[src/rtl/axil_mem_slave.sv]
// axil_mem_slave: AXI4-Lite slave in front of a DEPTH x DATA_W word RAM.
// The read and write engines are independent and run concurrently.
// AW and W may arrive in either order or in the same cycle.
// Byte strobes are honoured, and a read takes one cycle from AR handshake to rvalid.
// Responses: OKAY for aligned in-range accesses, SLVERR for misaligned ones,
// DECERR for out-of-range ones. Misalignment wins over range, and an error
// access never touches the RAM.
// Optional macro AXIL_MEM_ERR_CNT_EN adds a saturating 16-bit err_cnt output.
// That counter counts B and R handshakes whose response is not OKAY.
//
// state  | meaning
// W_IDLE | collecting AW and W into holding regs; commit when both present
// W_RESP | write response pending, waiting for bready
// R_IDLE | arready high, waiting for an address
// R_DATA | read data pending, waiting for rready
module axil_mem_slave #(
    parameter int ADDR_W = 32,
    parameter int DATA_W = 32,
    parameter int DEPTH  = 128
) (
    input  logic                s_axi_aclk,
    input  logic                s_axi_aresetn,
    input  logic                s_axi_awvalid,
    output logic                s_axi_awready,
    input  logic [ADDR_W-1:0]   s_axi_awaddr,
    input  logic                s_axi_wvalid,
    output logic                s_axi_wready,
    input  logic [DATA_W-1:0]   s_axi_wdata,
    input  logic [DATA_W/8-1:0] s_axi_wstrb,
    output logic                s_axi_bvalid,
    input  logic                s_axi_bready,
    output logic [1:0]          s_axi_bresp,
    input  logic                s_axi_arvalid,
    output logic                s_axi_arready,
    input  logic [ADDR_W-1:0]   s_axi_araddr,
    output logic                s_axi_rvalid,
    input  logic                s_axi_rready,
    output logic [DATA_W-1:0]   s_axi_rdata,
    output logic [1:0]          s_axi_rresp
`ifdef AXIL_MEM_ERR_CNT_EN
    ,
    output logic [15:0]         err_cnt
`endif
);

    localparam int STRB_W = DATA_W / 8;
    localparam int LSB    = $clog2(STRB_W);
    localparam int IDX_W  = $clog2(DEPTH);

    localparam logic [1:0] RESP_OKAY   = 2'b00;
    localparam logic [1:0] RESP_SLVERR = 2'b10;
    localparam logic [1:0] RESP_DECERR = 2'b11;

    typedef enum logic { W_IDLE, W_RESP } w_state_t;
    typedef enum logic { R_IDLE, R_DATA } r_state_t;

    function automatic logic [1:0] f_decode(input logic [ADDR_W-1:0] addr);
        if (addr[LSB-1:0] != '0)
            return RESP_SLVERR;
        else if (addr[ADDR_W-1:LSB+IDX_W] != '0)
            return RESP_DECERR;
        else
            return RESP_OKAY;
    endfunction

    logic [DATA_W-1:0] r_mem [DEPTH];

    // ---------------- write engine ----------------
    w_state_t           r_wstate;
    logic               r_aw_held;
    logic               r_w_held;
    logic [ADDR_W-1:0]  r_awaddr;
    logic [DATA_W-1:0]  r_wdata;
    logic [STRB_W-1:0]  r_wstrb;
    logic               r_awready;
    logic               r_wready;
    logic               r_bvalid;
    logic [1:0]         r_bresp;

    logic               w_aw_hs;
    logic               w_w_hs;
    logic               w_b_hs;
    logic               w_commit;
    logic [ADDR_W-1:0]  w_wr_addr;
    logic [DATA_W-1:0]  w_wr_data;
    logic [STRB_W-1:0]  w_wr_strb;
    logic [1:0]         w_wr_resp;
    logic [IDX_W-1:0]   w_wr_idx;

    // A channel captured on this very edge is used straight from the bus.
    assign w_aw_hs   = s_axi_awvalid & r_awready;
    assign w_w_hs    = s_axi_wvalid & r_wready;
    assign w_b_hs    = r_bvalid & s_axi_bready;
    assign w_wr_addr = r_aw_held ? r_awaddr : s_axi_awaddr;
    assign w_wr_data = r_w_held ? r_wdata : s_axi_wdata;
    assign w_wr_strb = r_w_held ? r_wstrb : s_axi_wstrb;
    assign w_wr_resp = f_decode(w_wr_addr);
    assign w_wr_idx  = w_wr_addr[LSB+IDX_W-1:LSB];
    assign w_commit  = (r_wstate == W_IDLE) && (r_aw_held || w_aw_hs) && (r_w_held || w_w_hs);

    // Write FSM: gather AW/W independently, commit, then hold B until accepted.
    always_ff @(posedge s_axi_aclk or negedge s_axi_aresetn) begin
        if (!s_axi_aresetn) begin
            r_wstate  <= W_IDLE;
            r_aw_held <= 1'b0;
            r_w_held  <= 1'b0;
            r_awaddr  <= '0;
            r_wdata   <= '0;
            r_wstrb   <= '0;
            r_awready <= 1'b0;
            r_wready  <= 1'b0;
            r_bvalid  <= 1'b0;
            r_bresp   <= RESP_OKAY;
        end else begin
            case (r_wstate)
                W_IDLE: begin
                    if (w_commit) begin
                        r_bvalid  <= 1'b1;
                        r_bresp   <= w_wr_resp;
                        r_awready <= 1'b0;
                        r_wready  <= 1'b0;
                        r_aw_held <= 1'b0;
                        r_w_held  <= 1'b0;
                        r_wstate  <= W_RESP;
                    end else begin
                        if (w_aw_hs) begin
                            r_aw_held <= 1'b1;
                            r_awaddr  <= s_axi_awaddr;
                        end
                        if (w_w_hs) begin
                            r_w_held <= 1'b1;
                            r_wdata  <= s_axi_wdata;
                            r_wstrb  <= s_axi_wstrb;
                        end
                        r_awready <= ~(r_aw_held | w_aw_hs);
                        r_wready  <= ~(r_w_held | w_w_hs);
                    end
                end
                W_RESP: begin
                    if (w_b_hs) begin
                        r_bvalid  <= 1'b0;
                        r_bresp   <= RESP_OKAY;
                        r_awready <= 1'b1;
                        r_wready  <= 1'b1;
                        r_wstate  <= W_IDLE;
                    end
                end
                default: r_wstate <= W_IDLE;
            endcase
        end
    end

    // RAM byte-lane update on an OKAY commit; contents deliberately not reset.
    always_ff @(posedge s_axi_aclk) begin
        if (w_commit && (w_wr_resp == RESP_OKAY)) begin
            for (int i = 0; i < STRB_W; i++) begin
                if (w_wr_strb[i])
                    r_mem[w_wr_idx][8*i +: 8] <= w_wr_data[8*i +: 8];
            end
        end
    end

    // ---------------- read engine ----------------
    r_state_t           r_rstate;
    logic               r_arready;
    logic               r_rvalid;
    logic [DATA_W-1:0]  r_rdata;
    logic [1:0]         r_rresp;

    logic               w_ar_hs;
    logic               w_r_hs;
    logic [1:0]         w_rd_resp;
    logic [IDX_W-1:0]   w_rd_idx;

    assign w_ar_hs   = s_axi_arvalid & r_arready;
    assign w_r_hs    = r_rvalid & s_axi_rready;
    assign w_rd_resp = f_decode(s_axi_araddr);
    assign w_rd_idx  = s_axi_araddr[LSB+IDX_W-1:LSB];

    // Read FSM: RAM sampled on the AR edge (pre-write value on a collision).
    always_ff @(posedge s_axi_aclk or negedge s_axi_aresetn) begin
        if (!s_axi_aresetn) begin
            r_rstate  <= R_IDLE;
            r_arready <= 1'b0;
            r_rvalid  <= 1'b0;
            r_rdata   <= '0;
            r_rresp   <= RESP_OKAY;
        end else begin
            case (r_rstate)
                R_IDLE: begin
                    if (w_ar_hs) begin
                        r_arready <= 1'b0;
                        r_rvalid  <= 1'b1;
                        r_rresp   <= w_rd_resp;
                        r_rdata   <= (w_rd_resp == RESP_OKAY) ? r_mem[w_rd_idx] : '0;
                        r_rstate  <= R_DATA;
                    end else begin
                        r_arready <= 1'b1;
                    end
                end
                R_DATA: begin
                    if (w_r_hs) begin
                        r_rvalid  <= 1'b0;
                        r_rdata   <= '0;
                        r_rresp   <= RESP_OKAY;
                        r_arready <= 1'b1;
                        r_rstate  <= R_IDLE;
                    end
                end
                default: r_rstate <= R_IDLE;
            endcase
        end
    end

    assign s_axi_awready = r_awready;
    assign s_axi_wready  = r_wready;
    assign s_axi_bvalid  = r_bvalid;
    assign s_axi_bresp   = r_bresp;
    assign s_axi_arready = r_arready;
    assign s_axi_rvalid  = r_rvalid;
    assign s_axi_rdata   = r_rdata;
    assign s_axi_rresp   = r_rresp;

`ifdef AXIL_MEM_ERR_CNT_EN
    logic [15:0] r_err_cnt;
    logic [1:0]  w_err_inc;
    logic [16:0] w_err_sum;

    assign w_err_inc = {1'b0, w_b_hs & (r_bresp != RESP_OKAY)}
                     + {1'b0, w_r_hs & (r_rresp != RESP_OKAY)};
    assign w_err_sum = {1'b0, r_err_cnt} + {15'b0, w_err_inc};

    // Saturating count of error responses accepted by the master.
    always_ff @(posedge s_axi_aclk or negedge s_axi_aresetn) begin
        if (!s_axi_aresetn)
            r_err_cnt <= '0;
        else
            r_err_cnt <= w_err_sum[16] ? 16'hFFFF : w_err_sum[15:0];
    end

    assign err_cnt = r_err_cnt;
`endif

endmodule

[config.mk]
export PLATFORM = sky130hd
export DESIGN_NAME = axil_mem_slave
export DESIGN_NICKNAME = d
export VERILOG_FILES = /design/src/rtl/axil_mem_slave.sv
export SDC_FILE = /design/constraint.sdc
export NUM_CORES = 2
export LEC_CHECK = 0
export CAP_MARGIN = 20
export CORE_MARGIN = 3
export CORE_UTILIZATION = 55
export DETAILED_ROUTE_END_ITERATION = 10
export MAX_ROUTING_LAYER = met4
export PLACE_DENSITY_LB_ADDON = 0.08
export SETUP_SLACK_MARGIN = 0.05
export SKIP_CTS_REPAIR_TIMING = 1
export SLEW_MARGIN = 0
export SYNTH_ARGS = -nofsm -noshare
export SYNTH_HDL_FRONTEND = slang
export SYNTH_SLANG_ARGS = --single-unit
[constraint.sdc]
create_clock -name s_axi_aclk -period 4 [get_ports s_axi_aclk]
set_clock_uncertainty 0.05 [all_clocks]
set_input_delay 0.8 -clock s_axi_aclk [delete_from_list [all_inputs] [get_ports s_axi_aclk]]
set_output_delay 0.8 -clock s_axi_aclk [all_outputs]
set_load 0.01 [all_outputs]
==> flow_summary.json <==
{
  "floorplan.die.height_um": 550,
  "post-place-cells": 12553,
  "synth.net_count": 8044,
  "die_area_um2": 303000,
  "fp.dieW_um": 550,
  "detailedPlace.worstSlack_ns": -0.540,
  "tritoncts": "done",
  "ir_worst_vdd_uv": 728,
  "detail_route.wl_per_cell_um": 34.3,
  "leakage_nw": 62.1,
  "nets": 9164,
  "synth_enable_flop_cells": 4096,
  "period_share": 0.942,
  "placedInstanceArea_um2": 177000,
  "critical_path_required_ns": 4.58,
  "rsz0062_at_grt": "false",
  "detail_route.drc_violations": 0,
  "critical_path.endpoint_type": "flop",
  "drv.max_cap_violation_count": 0,
  "tightest_slew_margin_relative_to_the_limit": 0.111,
  "via_per_inst": 6.41,
  "worst_setup_start_kind": "flop",
  "final_cells": 13333,
  "achievable_clock_frequency_mhz": 265,
  "numCtsBuffers": 420,
  "route.antenna.remaining_nets": 0,
  "detailedRoute.firstIterationViolations": 11522,
  "synth-warning-count": 0,
  "standard_cell_row_count": 199,
  "drt-total-wl_um": 457000,
  "final_hold_viol_count": 0,
  "tightest_slew_ns": 1.33,
  "synth_top_flop_cell": "edfxtp_1",
  "io-pin-count": 148,
  "outcome": "finished clean",
  "period_minus_slack_ns": 3.77,
  "synth.lib_cells_used.distinct": 59,
  "hold_path.class": "input port to flop",
  "cts.sink_count": 4209,
  "synthCells": 7937,
  "initial_utilization": 0.553,
  "worst_skew_pair.late_latency_ns": 0.98,
  "timing.final.ws_setup_ns": 0.232,
  "power.density_cell_area_nw_per_um2": 557,
  "path_max_fanout": 17,
  "most-common-layout-cells": "edfxtp_1 (4096), buf_4 (895), mux4_2 (866)",
  "stdcell_area_um2": 190000,
  "final-max-slew-violation-count": 0,
  "total_global_routing_overflow": 0,
  "path_class": "flop to flop",
  "routed-via-count": 85413,
  "first_global_vias": 85680,
  "place_hpwl_um": 315000,
  "syn_avg_cell_area_um2": 20.5,
  "synth_seq_area_share": 0.772,
  "totalNegativeSetupSlack_ns": 0,
  "cts_max_path_buffers": 4,
  "htreeDepth": 5,
  "grt_antenna_before_repair": 26,
  "critPathArrivalTime_ns": 4.35,
  "mapped_area_um2": 163000,
  "synth-seq-cells": 4209,
  "first_pass_grt_wire_length_um": 645000,
  "area.growth.synth_to_final_pct": 16.9,
  "fp.coreArea_um2": 294000,
  "globalRouteTotalUtil": 0.312,
  "cts_root_buf": "clkbuf_16",
  "core_util_final": 0.647,
  "detailed_routing_iterations_pass_1": 9,
  "fin_total_pwr_mw": 106,
  "maximum_number_of_pins_on_one_net_before_global_route_repair": 100,
  "finalSetupViolCount": 0,
  "port_buffers": 147,
  "clk_transition_reported_paths_ns": 0.06,
  "post_route_cells_drive_above_1_share": 0.284,
  "fin_worst_hold_slack_ns": 0.423,
  "post_synth_arst_share": 0.0268,
  "place_congestion": 0.893,
  "layout.cells.most_common": "edfxtp_1"
}
==> routing by layer <==
metal	vias to the layer above	track usage	routed length [um]
met5	-	-	0
met1	45033	0.412	172000
met2	4395	0.500	228000
li1	35202	-	-
met4	0	0.117	19800
met3	783	0.0454	37500
==> logic make-up after synthesis <==
kind of cell	after synthesis	share of synthesized area
and+or+nand+nor	1036	0.0257
AOI/OAI and AO/OA	815	0.0352
DFF	4209	0.772
buffers and inverters	487	0.0136
muxes	1390	0.153
==> path summary, 6_finish.rpt <==
kind,from,to,slack (ns),depth (start not counted)
worst max-delay path,r_aw_held$_DFFE_PN0P_,r_mem[116][0]$_DFFE_PP_,0.23,8
worst min-delay path,s_axi_awaddr[1],r_awaddr[1]$_DFFE_PN0P_,0.42,2
worst max register to register,r_aw_held$_DFFE_PN0P_,r_mem[116][0]$_DFFE_PP_,0.23,8
worst min register to register,r_wdata[10]$_DFFE_PN0P_,r_wdata[10]$_DFFE_PN0P_,0.45,1
max in group asynchronous,s_axi_aresetn,s_axi_rdata[7]$_DFFE_PN0P_,2.44,3
min in group asynchronous,s_axi_aresetn,r_awaddr[6]$_DFFE_PN0P_,0.49,2
==> sequential cells by signal, summed over array words and instances (netlist names) <==
signal and flops:
r_mem 4096, s_axi_rvalid 1, s_axi_awready 1, r_w_held 1
s_axi_wready 1, s_axi_rdata 32, r_wstrb 4, r_awaddr 32
r_wstate 1, s_axi_bresp 2, r_wdata 32, s_axi_rresp 2
s_axi_bvalid 1, r_rstate 1, s_axi_arready 1, r_aw_held 1
==> final cells by class <==
type | instances | area, um2
clock inverters | 227 | 2360
clock buffers | 535 | 11200
well taps | 3919 | 4900
flip-flops and latches | 4209 | 126000
fillers | 19777 | 104000
multi-input cells | 3241 | 35100
inverters | 9 | 37.5
diodes | 17 | 42.5
repair buffers | 1176 | 10900
==> worst max-delay path, cell delays in order, from the launching register on <==
cell and delay, ns:
dfrtp_1 0.50, buf_4 0.27, a32oi_1 0.46, buf_4 0.37, nor2_1 0.64, nand2_1 0.21, buf_12 0.20, nor2_1 0.41
buf_4 0.30
==> synthesized netlist by cell type, types with 2 or more instances <==
cell / count / share of area
a22oi_1: 259 / 0.012
and2_1: 3 / 0.00012
o32a_1: 3 / 0.00018
mux4_2: 866 / 0.12
nor2_1: 594 / 0.014
a211oi_1: 46 / 0.0021
o211ai_1: 36 / 0.0017
mux2_2: 131 / 0.0091
o21ai_1: 6 / 0.00018
inv_1: 8 / 0.00018
or3b_2: 2 / 0.00011
buf_2: 164 / 0.0050
a32oi_1: 36 / 0.0019
buf_1: 40 / 0.00092
a21oi_1: 128 / 0.0039
mux2_1: 13 / 0.00090
buf_6: 12 / 0.00083
nand2_1: 322 / 0.0074
mux2i_1: 380 / 0.023
or2_1: 4 / 0.00015
nand3b_1: 4 / 0.00018
a22o_1: 4 / 0.00022
nor4_4: 2 / 0.00026
nor3_1: 22 / 0.00068
nand3_1: 34 / 0.0010
edfxtp_1: 4096 / 0.76
a222oi_1: 30 / 0.0018
clkbuf_1: 238 / 0.0055
o21ai_0: 86 / 0.0026
nor2b_1: 9 / 0.00035
or3_1: 2 / 0.000077
o221ai_1: 36 / 0.0019
a32o_1: 28 / 0.0017
a31oi_1: 4 / 0.00015
buf_4: 24 / 0.0011
o22ai_1: 87 / 0.0033
nor4_1: 17 / 0.00065
nand2b_1: 4 / 0.00015
o2bb2ai_1: 2 / 0.00011
a221oi_1: 20 / 0.0011
nand4_1: 5 / 0.00019
dfrtp_1: 113 / 0.017
==> power breakdown <==
| part | leakage [nW] | internal, mW | switching, mW |
|---|---|---|---|
| combinational | 17.2 | 3.33 | 9.87 |
| sequential | 38.3 | 53.6 | 0.298 |
| clock | 6.63 | 22.4 | 16.4 |
| total | 62.1 | 79.4 | 26.6 |
No activity file was read; power rests on OpenSTA's default activity.
